===== config.mk =====
export PLATFORM = sky130hd
export DESIGN_NAME = vmicro16_uart_rx
export DESIGN_NICKNAME = d
export VERILOG_FILES = /design/src/rtl/vmicro16_uart_pkg.sv /design/src/rtl/vmicro16_sync_fifo.sv /design/src/rtl/vmicro16_uart_rx.sv
export SDC_FILE = /design/constraint.sdc
export NUM_CORES = 1
export LEC_CHECK = 0
export BUFFER_PORTS_ARGS = -buffer_cell sky130_fd_sc_hd__buf_2
export CORE_MARGIN = 2
export CORE_UTILIZATION = 56
export CTS_CLUSTER_DIAMETER = 40
export DETAILED_ROUTE_END_ITERATION = 10
export PLACE_DENSITY = 0.77
export SYNTH_ARGS = -nofsm -noshare
export SYNTH_HDL_FRONTEND = slang
export SYNTH_HIERARCHICAL = 1
export SYNTH_SLANG_ARGS = --single-unit

===== constraint.sdc =====
create_clock -name clk -period 2.3 [get_ports clk]
set_clock_uncertainty 0.05 [all_clocks]
set_input_delay 0.115 -clock clk [delete_from_list [all_inputs] [get_ports clk]]
set_output_delay 0.115 -clock clk [all_outputs]
set_load 0.02 [all_outputs]

===== src/rtl/vmicro16_uart_pkg.sv =====
// Shared UART definitions for the vmicro16 receiver and transmitter:
// frame constants, receiver state encoding and the bit-period helper.
package vmicro16_uart_pkg;

    localparam int DATA_BITS = 8;
    localparam int STOP_BITS = 1;

    typedef enum logic [1:0] {
        RX_IDLE  = 2'd0,
        RX_START = 2'd1,
        RX_DATA  = 2'd2,
        RX_STOP  = 2'd3
    } rx_state_t;

    // System clocks per serial bit, integer-truncated.
    function automatic int clks_per_bit(input int clk_hz, input int baud);
        return clk_hz / baud;
    endfunction

endpackage


===== src/rtl/vmicro16_sync_fifo.sv =====
// Synchronous first-word fall-through FIFO with occupancy count.
// DEPTH must be a power of two (pointers wrap naturally). A push into a
// full FIFO is accepted only when a pop happens in the same cycle.
module vmicro16_sync_fifo #(
    parameter  int WIDTH = 8,
    parameter  int DEPTH = 8,
    localparam int AW    = $clog2(DEPTH),
    localparam int CW    = AW + 1
) (
    input  logic             clk,
    input  logic             reset_n,
    input  logic             i_push,
    input  logic [WIDTH-1:0] i_data,
    input  logic             i_pop,
    output logic [WIDTH-1:0] o_data,
    output logic [CW-1:0]    o_count,
    output logic             o_full,
    output logic             o_empty
);

    logic [WIDTH-1:0] r_mem [DEPTH];
    logic [AW-1:0]    r_wr_ptr;
    logic [AW-1:0]    r_rd_ptr;
    logic [CW-1:0]    r_count;
    logic             w_pop_ok;
    logic             w_push_ok;

    assign o_empty   = (r_count == '0);
    assign o_full    = (r_count == CW'(DEPTH));
    assign w_pop_ok  = i_pop & ~o_empty;
    assign w_push_ok = i_push & (~o_full | w_pop_ok);
    assign o_data    = r_mem[r_rd_ptr];
    assign o_count   = r_count;

    // Storage, pointers and count; storage is cleared so the head reads 0 after reset.
    always_ff @(posedge clk or negedge reset_n) begin
        if (!reset_n) begin
            for (int i = 0; i < DEPTH; i++) r_mem[i] <= '0;
            r_wr_ptr <= '0;
            r_rd_ptr <= '0;
            r_count  <= '0;
        end else begin
            if (w_push_ok) begin
                r_mem[r_wr_ptr] <= i_data;
                r_wr_ptr        <= r_wr_ptr + 1'b1;
            end
            if (w_pop_ok) r_rd_ptr <= r_rd_ptr + 1'b1;
            r_count <= r_count + CW'(w_push_ok) - CW'(w_pop_ok);
        end
    end

endmodule


===== src/rtl/vmicro16_uart_rx.sv =====
// vmicro16 UART receiver: 8N1, LSB first, oversampled on the system clock.
// Optional feature macro VMICRO16_UART_RX_FIFO_EN: when defined, received
// bytes go into a FIFO_DEPTH-entry FIFO; otherwise a single holding register.
// Handshake: a byte is consumed on any rising edge where rx_valid & rx_ready;
// rx_ready with rx_valid low has no effect.
// dbg_state exposes the receiver FSM state for observation.
module vmicro16_uart_rx import vmicro16_uart_pkg::*; #(
    parameter  int CLK_HZ     = 50_000_000,
    parameter  int BAUD       = 115200,
    parameter  int FIFO_DEPTH = 8,
    localparam int CW         = $clog2(FIFO_DEPTH) + 1
) (
    input  logic          clk,
    input  logic          reset_n,
    input  logic          rxd,
    output logic [7:0]    rx_data,
    output logic          rx_valid,
    input  logic          rx_ready,
    output logic [CW-1:0] rx_count,
    output logic          frame_err,
    output logic          overrun,
    input  logic          err_clr,
    output logic [1:0]    dbg_state
);

    localparam int CPB = clks_per_bit(CLK_HZ, BAUD);
    localparam int TW  = $clog2(CPB + 1);
    localparam int BW  = $clog2(DATA_BITS);
    localparam logic [TW-1:0] HALF_LOAD = TW'(CPB / 2 - 1);
    localparam logic [TW-1:0] FULL_LOAD = TW'(CPB - 1);

    logic            r_sync1, r_sync2, w_rxs;
    logic [1:0]      r_prime;
    logic            r_armed;
    rx_state_t       r_state, w_state_next;
    logic [TW-1:0]   r_timer;
    logic [BW-1:0]   r_bit_cnt;
    logic [7:0]      r_shift;
    logic            w_tick, w_load_half, w_load_full, w_shift_en;
    logic            w_push, w_frame_evt, w_overrun_evt, w_pop, w_full;

    assign w_rxs     = r_sync2;
    assign w_tick    = (r_timer == '0);
    assign w_pop     = rx_valid & rx_ready;
    assign dbg_state = r_state;

    // Two-flop synchroniser; r_prime marks when r_sync2 reflects the real line
    // rather than its reset value, so a line held low through reset cannot arm.
    always_ff @(posedge clk or negedge reset_n) begin
        if (!reset_n) begin
            r_sync1 <= 1'b1;
            r_sync2 <= 1'b1;
            r_prime <= 2'b00;
        end else begin
            r_sync1 <= rxd;
            r_sync2 <= r_sync1;
            r_prime <= {r_prime[0], 1'b1};
        end
    end

    // Arm once the line is seen idle-high; disarm on start so a low stop bit
    // (break) cannot immediately retrigger a frame.
    always_ff @(posedge clk or negedge reset_n) begin
        if (!reset_n)                                      r_armed <= 1'b0;
        else if (w_load_half)                              r_armed <= 1'b0;
        else if (r_state == RX_IDLE && w_rxs && r_prime[1]) r_armed <= 1'b1;
    end

    // FSM state register.
    always_ff @(posedge clk or negedge reset_n) begin
        if (!reset_n) r_state <= RX_IDLE;
        else          r_state <= w_state_next;
    end

    // Next state and per-cycle datapath controls.
    always_comb begin
        w_state_next = r_state;
        w_load_half  = 1'b0;
        w_load_full  = 1'b0;
        w_shift_en   = 1'b0;
        w_push       = 1'b0;
        w_frame_evt  = 1'b0;
        case (r_state)
            RX_IDLE: begin
                if (r_armed && !w_rxs) begin
                    w_state_next = RX_START;
                    w_load_half  = 1'b1;
                end
            end
            RX_START: begin
                if (w_tick) begin
                    if (!w_rxs) begin
                        w_state_next = RX_DATA;
                        w_load_full  = 1'b1;
                    end else begin
                        w_state_next = RX_IDLE;
                    end
                end
            end
            RX_DATA: begin
                if (w_tick) begin
                    w_shift_en  = 1'b1;
                    w_load_full = 1'b1;
                    if (r_bit_cnt == BW'(DATA_BITS - 1)) w_state_next = RX_STOP;
                end
            end
            RX_STOP: begin
                if (w_tick) begin
                    w_state_next = RX_IDLE;
                    w_push       = w_rxs;
                    w_frame_evt  = ~w_rxs;
                end
            end
            default: w_state_next = RX_IDLE;
        endcase
    end

    // Bit timer, bit counter and LSB-first shift register.
    always_ff @(posedge clk or negedge reset_n) begin
        if (!reset_n) begin
            r_timer   <= '0;
            r_bit_cnt <= '0;
            r_shift   <= '0;
        end else begin
            if (w_load_half)      r_timer <= HALF_LOAD;
            else if (w_load_full) r_timer <= FULL_LOAD;
            else if (!w_tick)     r_timer <= r_timer - 1'b1;
            if (w_load_half)     r_bit_cnt <= '0;
            else if (w_shift_en) r_bit_cnt <= r_bit_cnt + 1'b1;
            if (w_shift_en) r_shift <= {w_rxs, r_shift[7:1]};
        end
    end

`ifdef VMICRO16_UART_RX_FIFO_EN
    logic w_empty;

    vmicro16_sync_fifo #(
        .WIDTH (8),
        .DEPTH (FIFO_DEPTH)
    ) u_fifo (
        .clk     (clk),
        .reset_n (reset_n),
        .i_push  (w_push),
        .i_data  (r_shift),
        .i_pop   (rx_ready),
        .o_data  (rx_data),
        .o_count (rx_count),
        .o_full  (w_full),
        .o_empty (w_empty)
    );

    assign rx_valid = ~w_empty;
`else
    logic [7:0] r_hold;
    logic       r_hold_valid;

    // Single holding register; a simultaneous pop frees the slot for the push.
    always_ff @(posedge clk or negedge reset_n) begin
        if (!reset_n) begin
            r_hold       <= '0;
            r_hold_valid <= 1'b0;
        end else if (w_push && (!r_hold_valid || w_pop)) begin
            r_hold       <= r_shift;
            r_hold_valid <= 1'b1;
        end else if (w_pop) begin
            r_hold_valid <= 1'b0;
        end
    end

    assign rx_data  = r_hold;
    assign rx_valid = r_hold_valid;
    assign rx_count = CW'(r_hold_valid);
    assign w_full   = r_hold_valid;
`endif

    assign w_overrun_evt = w_push & w_full & ~w_pop;

    // Sticky error flags; a new event wins over a clear in the same cycle.
    always_ff @(posedge clk or negedge reset_n) begin
        if (!reset_n) begin
            frame_err <= 1'b0;
            overrun   <= 1'b0;
        end else begin
            if (w_frame_evt)  frame_err <= 1'b1;
            else if (err_clr) frame_err <= 1'b0;
            if (w_overrun_evt) overrun <= 1'b1;
            else if (err_clr)  overrun <= 1'b0;
        end
    end

endmodule


# --- After elaboration in Yosys (flattened, before gate mapping) ---
# Cells that the tools add are included.
op_classes:
  add_sub_neg: 2
  n_eq_ne: 10
  mux: 30
  n_bitwise: 5
  n_reduce_logical: 15
op_table:
  columns: ["op", "count"]
  rows:
  - ["$mux 9", 3]
  - ["$mux 1", 17]
  - ["$mux 2", 6]
  - ["$reduce_bool 2->1", 5]
  - ["$logic_not 9->1", 1]
  - ["$sub 9x1->9 const B", 1]
  - ["$ne 2x2->1 const B", 4]
  - ["$pmux 2 s4", 1]
  - ["$mux 3", 2]
  - ["$reduce_and 5->1", 1]
  - ["$eq 2x2->1 const B", 2]
  - ["$logic_and 1x1->1", 4]
  - ["$add 3x1->3 const B", 1]
  - ["$and 1x1->1", 3]
  - ["$eq 3x3->1 const B", 1]
  - ["$ne 3x1->1 const B", 1]
  - ["$eq 2x1->1 const B", 1]
  - ["$logic_not 1->1", 2]
  - ["$logic_not 2->1", 1]
  - ["$ne 2x1->1 const B", 1]
  - ["$not 1->1", 2]
  - ["$pmux 1 s2", 1]
  - ["$logic_or 1x1->1", 1]
totals:
  register_bits: 38
  inputBits: 5
  output_inout_bits: 17
  word_cells: 74

# --- Longest topological paths before layout ---
# Gate-level depths: netlist of run 1.
depth:
  word_depth: 6
  mapped_depth: 7
  depth_no_buf: 6

# --- Worst setup path before layout of run 1 ---
# Ideal clock, no wire load.
synth_path:
  path_kind: "register to register"
  start: "reg r_timer[0]"
  end: "reg with a tool-made name"
  setup_ps: 128
  t_arrival_ps: 1923
  path_slack_ps: 199
  path_stages_with_launch: 7
  n_path_buf: 0
  cell_sequence: "dfrtp_1 > inv_1 > ha_1 > or4b_4 > o31ai_1 > nand4_1 > mux2_1"
synth_lines:
  columns: ["item", "line", "text"]
  rows:
  - ["start, declared", "vmicro16_uart_rx.sv:36", "logic [TW-1:0] r_timer;"]
  - ["start signal, assigned", "vmicro16_uart_rx.sv:127", "else if (!w_tick) r_timer <= r_timer - 1'b1;"]

# --- Worst setup path after layout of run 1 ---
layout_path:
  start: "reg r_timer[0]"
  end: "reg r_timer[0]"
layout_via:
  elab_chain_len: 5
  elab_cells_between_ends: 9
  cone_classes: "add/sub (1); eq/ne (1); mux (6); reduce/logical (1)"
layout_rtl:
  columns: ["item"]
  rows:
  - ["branches (longest 5 deep; another with $sub 9x1->9)"]
# Parallel ways; which one is timed is not known. The select of a mux whose other input is x is not followed.
# A chain may end at the register's enable or synchronous reset.

==> run summary, run 1 <==
Pwr Density: 998 mW/mm^2
CP peak stage delay: 0.49 ns
Sink Count: 38
Drt initial violations: 87
All-Layer GR Usage: 0.213
Maxcap violations: 0
Die width: 60.5 microns
Vias in the first global route: 1200
Worst slack at placement: 0.195 ns
First-pass GRT wire length: 5510 microns
HPWL Detailed: 2350 microns
YS warnings: 6
Gate power share: 0.283
Slew Limit Fails: 0
Post-synth EDFFs: 0
Fin. Hold Viols: 0
Max stage delay cell, worst path: or4b_4
H-tree Lvls: 2
DR DRC count: 0
Worst Max-Slew Pin Slew: 0.815 ns
Core region area: 0.00305 sq mm
Fin crit share: 0.926
Antenna viol nets, final: 0
Net load switching power: 688 uW
Die area: 0.00367 sq mm
CTS Root Cell: clkbuf_4
Initial Utilization: 0.586
Routed via count: 1219
IO Port Bufs: 18
Clock share of power: 0.278
FP Rows: 20
CP required: 2.48 ns
Layout Area Growth over Synthesis: 15.0%
Worst min path class: in2reg
Worst skew pair latency: 0.35 ns
Proportion of layout cells with a drive suffix above 1: 0.285
CP Capture Type: flip-flop
Most used DFF post-synth: dfrtp_1
Antenna cell count: 0
CTS tree: built
Crit Path Max Fanout: 9
Final TNS setup: 0 ns
Outcome: finished clean
I/O Pins: 22
Final setup fails: 0
CTS max path bufs: 2
Post-Syn Area: 0.00179 sq mm
Netlist cell types: 41
Area leader, netlist: dfrtp_1
Vert. Die Dim: 60.5 microns
Async set-reset flop share out of synthesis: 1.00
Total CTS buffers: 5
Startpoint types: flip-flop
Worst hold slack: 0.122 ns
Avg Synthesized Cell Area: 11.8 sq um
Top post-synthesis cells by count: 36 x dfrtp_1, 16 x mux2_2, 8 x a21oi_1, 8 x ha_1, 8 x inv_1
Slack of the critical path: 0.170 ns
Final Util: 0.675
Reg clk slew, reported paths: 0.12 ns
RePlAce Congestion: 0.872
Max-slew headroom: 0.457
Synth top area share: 0.503
Cell count after synthesis: 152
Crit path DAT: 2.31 ns
Initial antenna violation count: 0
CP Cell Sequence: inv_1, ha_1, or4b_4, or3_1, nor3_1, a211oi_1
Critical setup path kind: reg2reg
Register area share after synthesis: 0.532
Seq pwr share: 0.438
Worst VDD drop: 0.625 mV
WL per Instance: 14.8 microns
Fraction of power spent switching nets: 0.335
Grt ovf: 0
RSZ-0062 raised after global routing: false
Placed Instance Area: 0.00192 sq mm
Largest net degree at the start of global routing: 39
Non-Filler Cell Area, Final: 0.00206 sq mm
Seq cells post-synth: 38
Fin nets: 191
Final wirelength: 3300 microns
Fin crit period: 2.13 ns
Top-count cell post-synth: dfrtp_1
Achievable Freq: 0.470 GHz
Leakage power: 0.000992 uW
Synth area leaders: dfrtp_1 50%, mux2_2 10%, ha_1 5.6%
Drt first pass iters: 4
Post-CTS Setup Inserts: 0
Via density: 5.47
Pint: 1370 uW
## layer usage
layer / track usage / wire length (microns) / vias to the layer above / part of all wire
li1: - / - / 586 / -
met1: 0.267 / 1430 / 587 / 0.43
met2: 0.352 / 1640 / 37 / 0.50
met3: 0.0448 / 145 / 9 / 0.044
met4: 0.109 / 80 / 0 / 0.024
met5: 0 / 0 / - / 0
## power groups by stage
stage                     registers [uW]  logic, uW  clock network (uW)
after global placement               899        547                   0
after detailed placement             910        576                   0
after CTS                            898        582                 583
after floorplan                      897        426                   0
final                                901        582                 572
after global routing                 920        660                 610
## critical path: cells and delay by family, from the launching register on
family,cells,cell delay [ns]
compound gates,1,0.08
fa+ha+maj,1,0.15
buf+inv,1,0.07
flops,1,0.44
simple gates,3,1.22
## registers in the layout (all words and copies together), names as in the netlist, 2 cells and up, named ones only
name and count:
r_shift 8, r_timer 9, rx_data 8, r_bit_cnt 3, r_prime 2
## cells in the final DEF (no fill, tap or decap), types with 6 or more instances in the layout
cell type,count
nand2_1,7
a21oi_1,8
inv_1,8
buf_2,18
nor2_1,6
mux2_2,16
ha_1,8
dfrtp_1,36
## timing repair
| action | CTS | global route |
|---|---|---|
| hold buffers | 3 | 0 |
| resized for setup | 0 | 0 |
| hold endpoints to repair | 39 | 0 |
## path summary, 6_finish.rpt
| check | start | endpoint | slack (ns) | cells after the start |
|---|---|---|---|---|
| setup / recovery | r_timer[0]$_DFFE_PN0P_ | r_timer[0]$_DFFE_PN0P_ | 0.17 | 6 |
| hold / removal | rx_ready | rx_valid$_DFFE_PN0P_ | 0.12 | 3 |
| setup reg to reg | r_timer[0]$_DFFE_PN0P_ | r_timer[0]$_DFFE_PN0P_ | 0.17 | 6 |
| hold reg to reg | r_prime[0]$_DFF_PN0_ | r_prime[1]$_DFF_PN0_ | 0.31 | 0 |
| max in group asynchronous | reset_n | rx_valid$_DFFE_PN0P_ | 1.34 | 2 |
| min in group asynchronous | reset_n | asynchronous set/reset pin | 0.33 | 2 |
## area by class of cell
class | count | area, sq um
clock buffer | 5 | 37.5
clock inverter | 3 | 68.8
fill | 250 | 993
inverter | 8 | 30.0
multi-input combinational | 101 | 772
sequential | 38 | 953
tap | 44 | 55.1
timing repair buffer | 24 | 143
## through the flow
| stage | cells | total power (uW) |
|---|---|---|
| final | 223 | 2050 |
| after global routing | 223 | 2190 |
| after CTS | 223 | 2060 |
| after detailed placement | 212 | 1490 |
| after global placement | 212 | 1450 |
| after floorplan | 154 | 1320 |
## kinds of logic (layout without fill, tap and decap cells)
kind of cell | after synthesis | after routing | share of synthesized area
multiplexers | 18 | 18 | 0.113
flip-flops | 38 | 38 | 0.532
AND/OR/NAND/NOR | 44 | 44 | 0.155
adder cells (fa/ha/maj) | 8 | 8 | 0.0559
other | 2 | 4 | 0.00419
AO/OA/AOI/OAI | 26 | 26 | 0.0943
XOR/XNOR | 1 | 1 | 0.00489
buffers and inverters | 15 | 40 | 0.0405
Note: power is estimated with default switching activity, not from simulation.
==> run 2, diff against run 1 <==
Settings changed: CORE_UTILIZATION 56 to 29, PLACE_DENSITY 0.77 to default, SETUP_SLACK_MARGIN from default to 0.4.
==> run 2 against run 1 <==
Compared with the run above:
- utilization is 30 points lower
- via count fell by 2.8%
- setup slack better by 0.14 ns
- clock-buffer cell count rose by 1
==> run summary, run 2 (same netlist as run 1, synthesis figures left out) <==
Worst r2r dst: rx_data[7]$_DFFE_PN0P_ (was r_timer[0]$_DFFE_PN0P_)
First-pass GRT wire length: 5390 microns (was 5510 microns)
Critical setup path kind: reg2reg (unchanged)
R2r setup slk: 0.31 ns (was 0.17 ns)
Sink Count: 38 (unchanged)
Achievable Freq: 0.502 GHz (was 0.470 GHz)
Final setup fails: 0 (unchanged)
Post-Place Cells: 243 (was 212)
Largest net degree at the start of global routing: 39 (unchanged)
Reg2Reg Depth: 6 (unchanged)
Commonest non-fill, non-tap cell in the layout: dfrtp_1 (unchanged)
Core region area: 0.00596 sq mm (was 0.00305 sq mm)
WL per Instance: 12.2 microns (was 14.8 microns)
FP Rows: 28 (was 20)
Antenna viol nets, final: 0 (unchanged)
Routed via count: 1185 (was 1219)
Worst reg2reg path startpoint: r_timer[0]$_DFFE_PN0P_ (unchanged)
CTS max path bufs: 2 (unchanged)
I/O Pins: 22 (unchanged)
Final TNS setup: 0 ns (unchanged)
Die area: 0.00682 sq mm (was 0.00367 sq mm)
Crit path DAT: 2.11 ns (was 2.31 ns)
Maxcap violations: 0 (unchanged)
Grt ovf: 0 (unchanged)
Pint: 1340 uW (was 1370 uW)
RSZ-0062 raised after global routing: true (was false)
Clock share of power: 0.211 (was 0.278)
Seq pwr share: 0.436 (was 0.438)
Hold Path Cell Cnt: 3 (unchanged)
HPWL Detailed: 2130 microns (was 2350 microns)
DR DRC count: 0 (unchanged)
All-Layer GR Usage: 0.103 (was 0.213)
Worst VDD drop: 0.522 mV (was 0.625 mV)
Antenna cell count: 0 (unchanged)
Worst hold slack: 0.198 ns (was 0.122 ns)
Non-Filler Cell Area, Final: 0.00220 sq mm (was 0.00206 sq mm)
Drt first pass iters: 3 (was 4)
CTS Root Cell: clkbuf_8 (was clkbuf_4)
Via density: 4.56 (was 5.47)
Hold Path End: rx_valid$_DFFE_PN0P_ (unchanged)
Drt initial violations: 20 (was 87)
Fillcell total: 610 (was 250)
Total CTS buffers: 5 (unchanged)
Worst min path class: in2reg (unchanged)
Worst Max-Slew Pin Slew: 0.839 ns (was 0.815 ns)
Sequential cell area: 953 sq um (unchanged)
CP required: 2.42 ns (was 2.48 ns)
Worst slack at placement: 0.176 ns (was 0.195 ns)
Outcome: finished clean (unchanged)
Slack of the critical path: 0.307 ns (was 0.170 ns)
H-tree Lvls: 2 (unchanged)
Area taken by multi-input logic gates: 843 sq um (was 772 sq um)
Worst skew pair latency: 0.28 ns (was 0.35 ns)
Proportion of layout cells with a drive suffix above 1: 0.362 (was 0.285)
CTS tree: built (unchanged)
RePlAce Congestion: 0.734 (was 0.872)
Vert. Die Dim: 82.6 microns (was 60.5 microns)
Slew Limit Fails: 0 (unchanged)
Most frequent cells in the layout: 36 x dfrtp_1, 18 x buf_2, 15 x mux2_2, 8 x buf_4 (was 36 x dfrtp_1, 18 x buf_2, 16 x mux2_2)
Final wirelength: 3180 microns (was 3300 microns)
Hold_sp: rx_ready (unchanged)
Layout Area Growth over Synthesis: 23.1% (was 15.0%)
IO Port Bufs: 18 (unchanged)
Fraction of power spent switching nets: 0.349 (was 0.335)
CP Capture Type: flip-flop (unchanged)
Max FFs per register: 9 (unchanged)
Pwr Density: 932 mW/mm^2 (was 998 mW/mm^2)
Gate power share: 0.353 (was 0.283)
Fin. Hold Viols: 0 (unchanged)
Placed Instance Area: 0.00199 sq mm (was 0.00192 sq mm)
Initial antenna violation count: 0 (unchanged)
Leakage power: 0.00103 uW (was 0.000992 uW)
Net load switching power: 717 uW (was 688 uW)
Crit Path Max Fanout: 8 (was 9)
Max-slew headroom: 0.441 (was 0.457)
Reg clk slew, reported paths: 0.07 ns (was 0.12 ns)
Final Non-Filler Cells: 260 (was 223)
Startpoint types: flip-flop (unchanged)
Biggest register: r_timer (unchanged)
Vias in the first global route: 1143 (was 1200)
Die width: 82.6 microns (was 60.5 microns)
Fin crit share: 0.867 (was 0.926)
Fin nets: 197 (was 191)
Fin crit period: 1.99 ns (was 2.13 ns)
Initial Utilization: 0.301 (was 0.586)
run 2: timing repair:
action                                  in CTS  in global routing
hold buffers                                 3                  0
endpoints found under the setup margin      16                 28
pin swaps                                    4                  3
resized for setup                            3                  5
cloned                                       0                  0
buffers inserted                             4                  2
endpoints found under the hold margin       39                  0
run 2: area by class of cell:
cell class | count | share of cell area
flip-flops and latches | 38 | 0.433
multi-input cells | 101 | 0.383
repair buffers | 30 | 0.0909
well taps | 75 | 0.0426
clock buffers | 6 | 0.0329
inverters | 8 | 0.0136
clock inverters | 2 | 0.00454
run 2: how the worst max path moves through the flow:
stage | start | slack (ns) | end | cells past startpoint
global route | r_timer[0]$_DFFE_PN0P_ | 0.22 | rx_data[7]$_DFFE_PN0P_ | 6
finish | r_timer[0]$_DFFE_PN0P_ | 0.31 | rx_data[7]$_DFFE_PN0P_ | 6
global placement | r_timer[0]$_DFFE_PN0P_ | 0.22 | r_timer[7]$_DFFE_PN0P_ | 6
floorplan | r_timer[0]$_DFFE_PN0P_ | 0.29 | rx_data[0]$_DFFE_PN0P_ | 6
CTS | r_timer[0]$_DFFE_PN0P_ | 0.30 | rx_data[7]$_DFFE_PN0P_ | 6
detailed placement | r_timer[1]$_DFFE_PN0P_ | 0.18 | r_timer[7]$_DFFE_PN0P_ | 6
run 2: power groups by stage:
stage               Sequential (uW)  Combinational [uW]  Clock [uW]
floorplan                       900                 456           0
global placement                911                 594           0
detailed placement              910                 597           0
CTS                             890                 681         455
global route                    917                 821         477
finish                          896                 725         434
run 2: metrics by stage:
stage,util,power (uW)
after global placement,0.335,1500
after floorplan,-,1360
after detailed placement,0.335,1510
after CTS,0.362,2030
final,0.370,2050
after global routing,0.370,2210
run 2: critical path, cell delays in order, from the launching register on:
cell and delay (ns):
dfrtp_1 0.39, inv_2 0.07, ha_4 0.12, or4b_4 0.50
nor3_4 0.19, nand4_4 0.21, mux2_4 0.35
run 2: per-layer routing:
layer	track usage	routed length, microns
met5	0	0
met4	0.0295	27
met3	0.0261	95
met2	0.152	1410
met1	0.148	1650
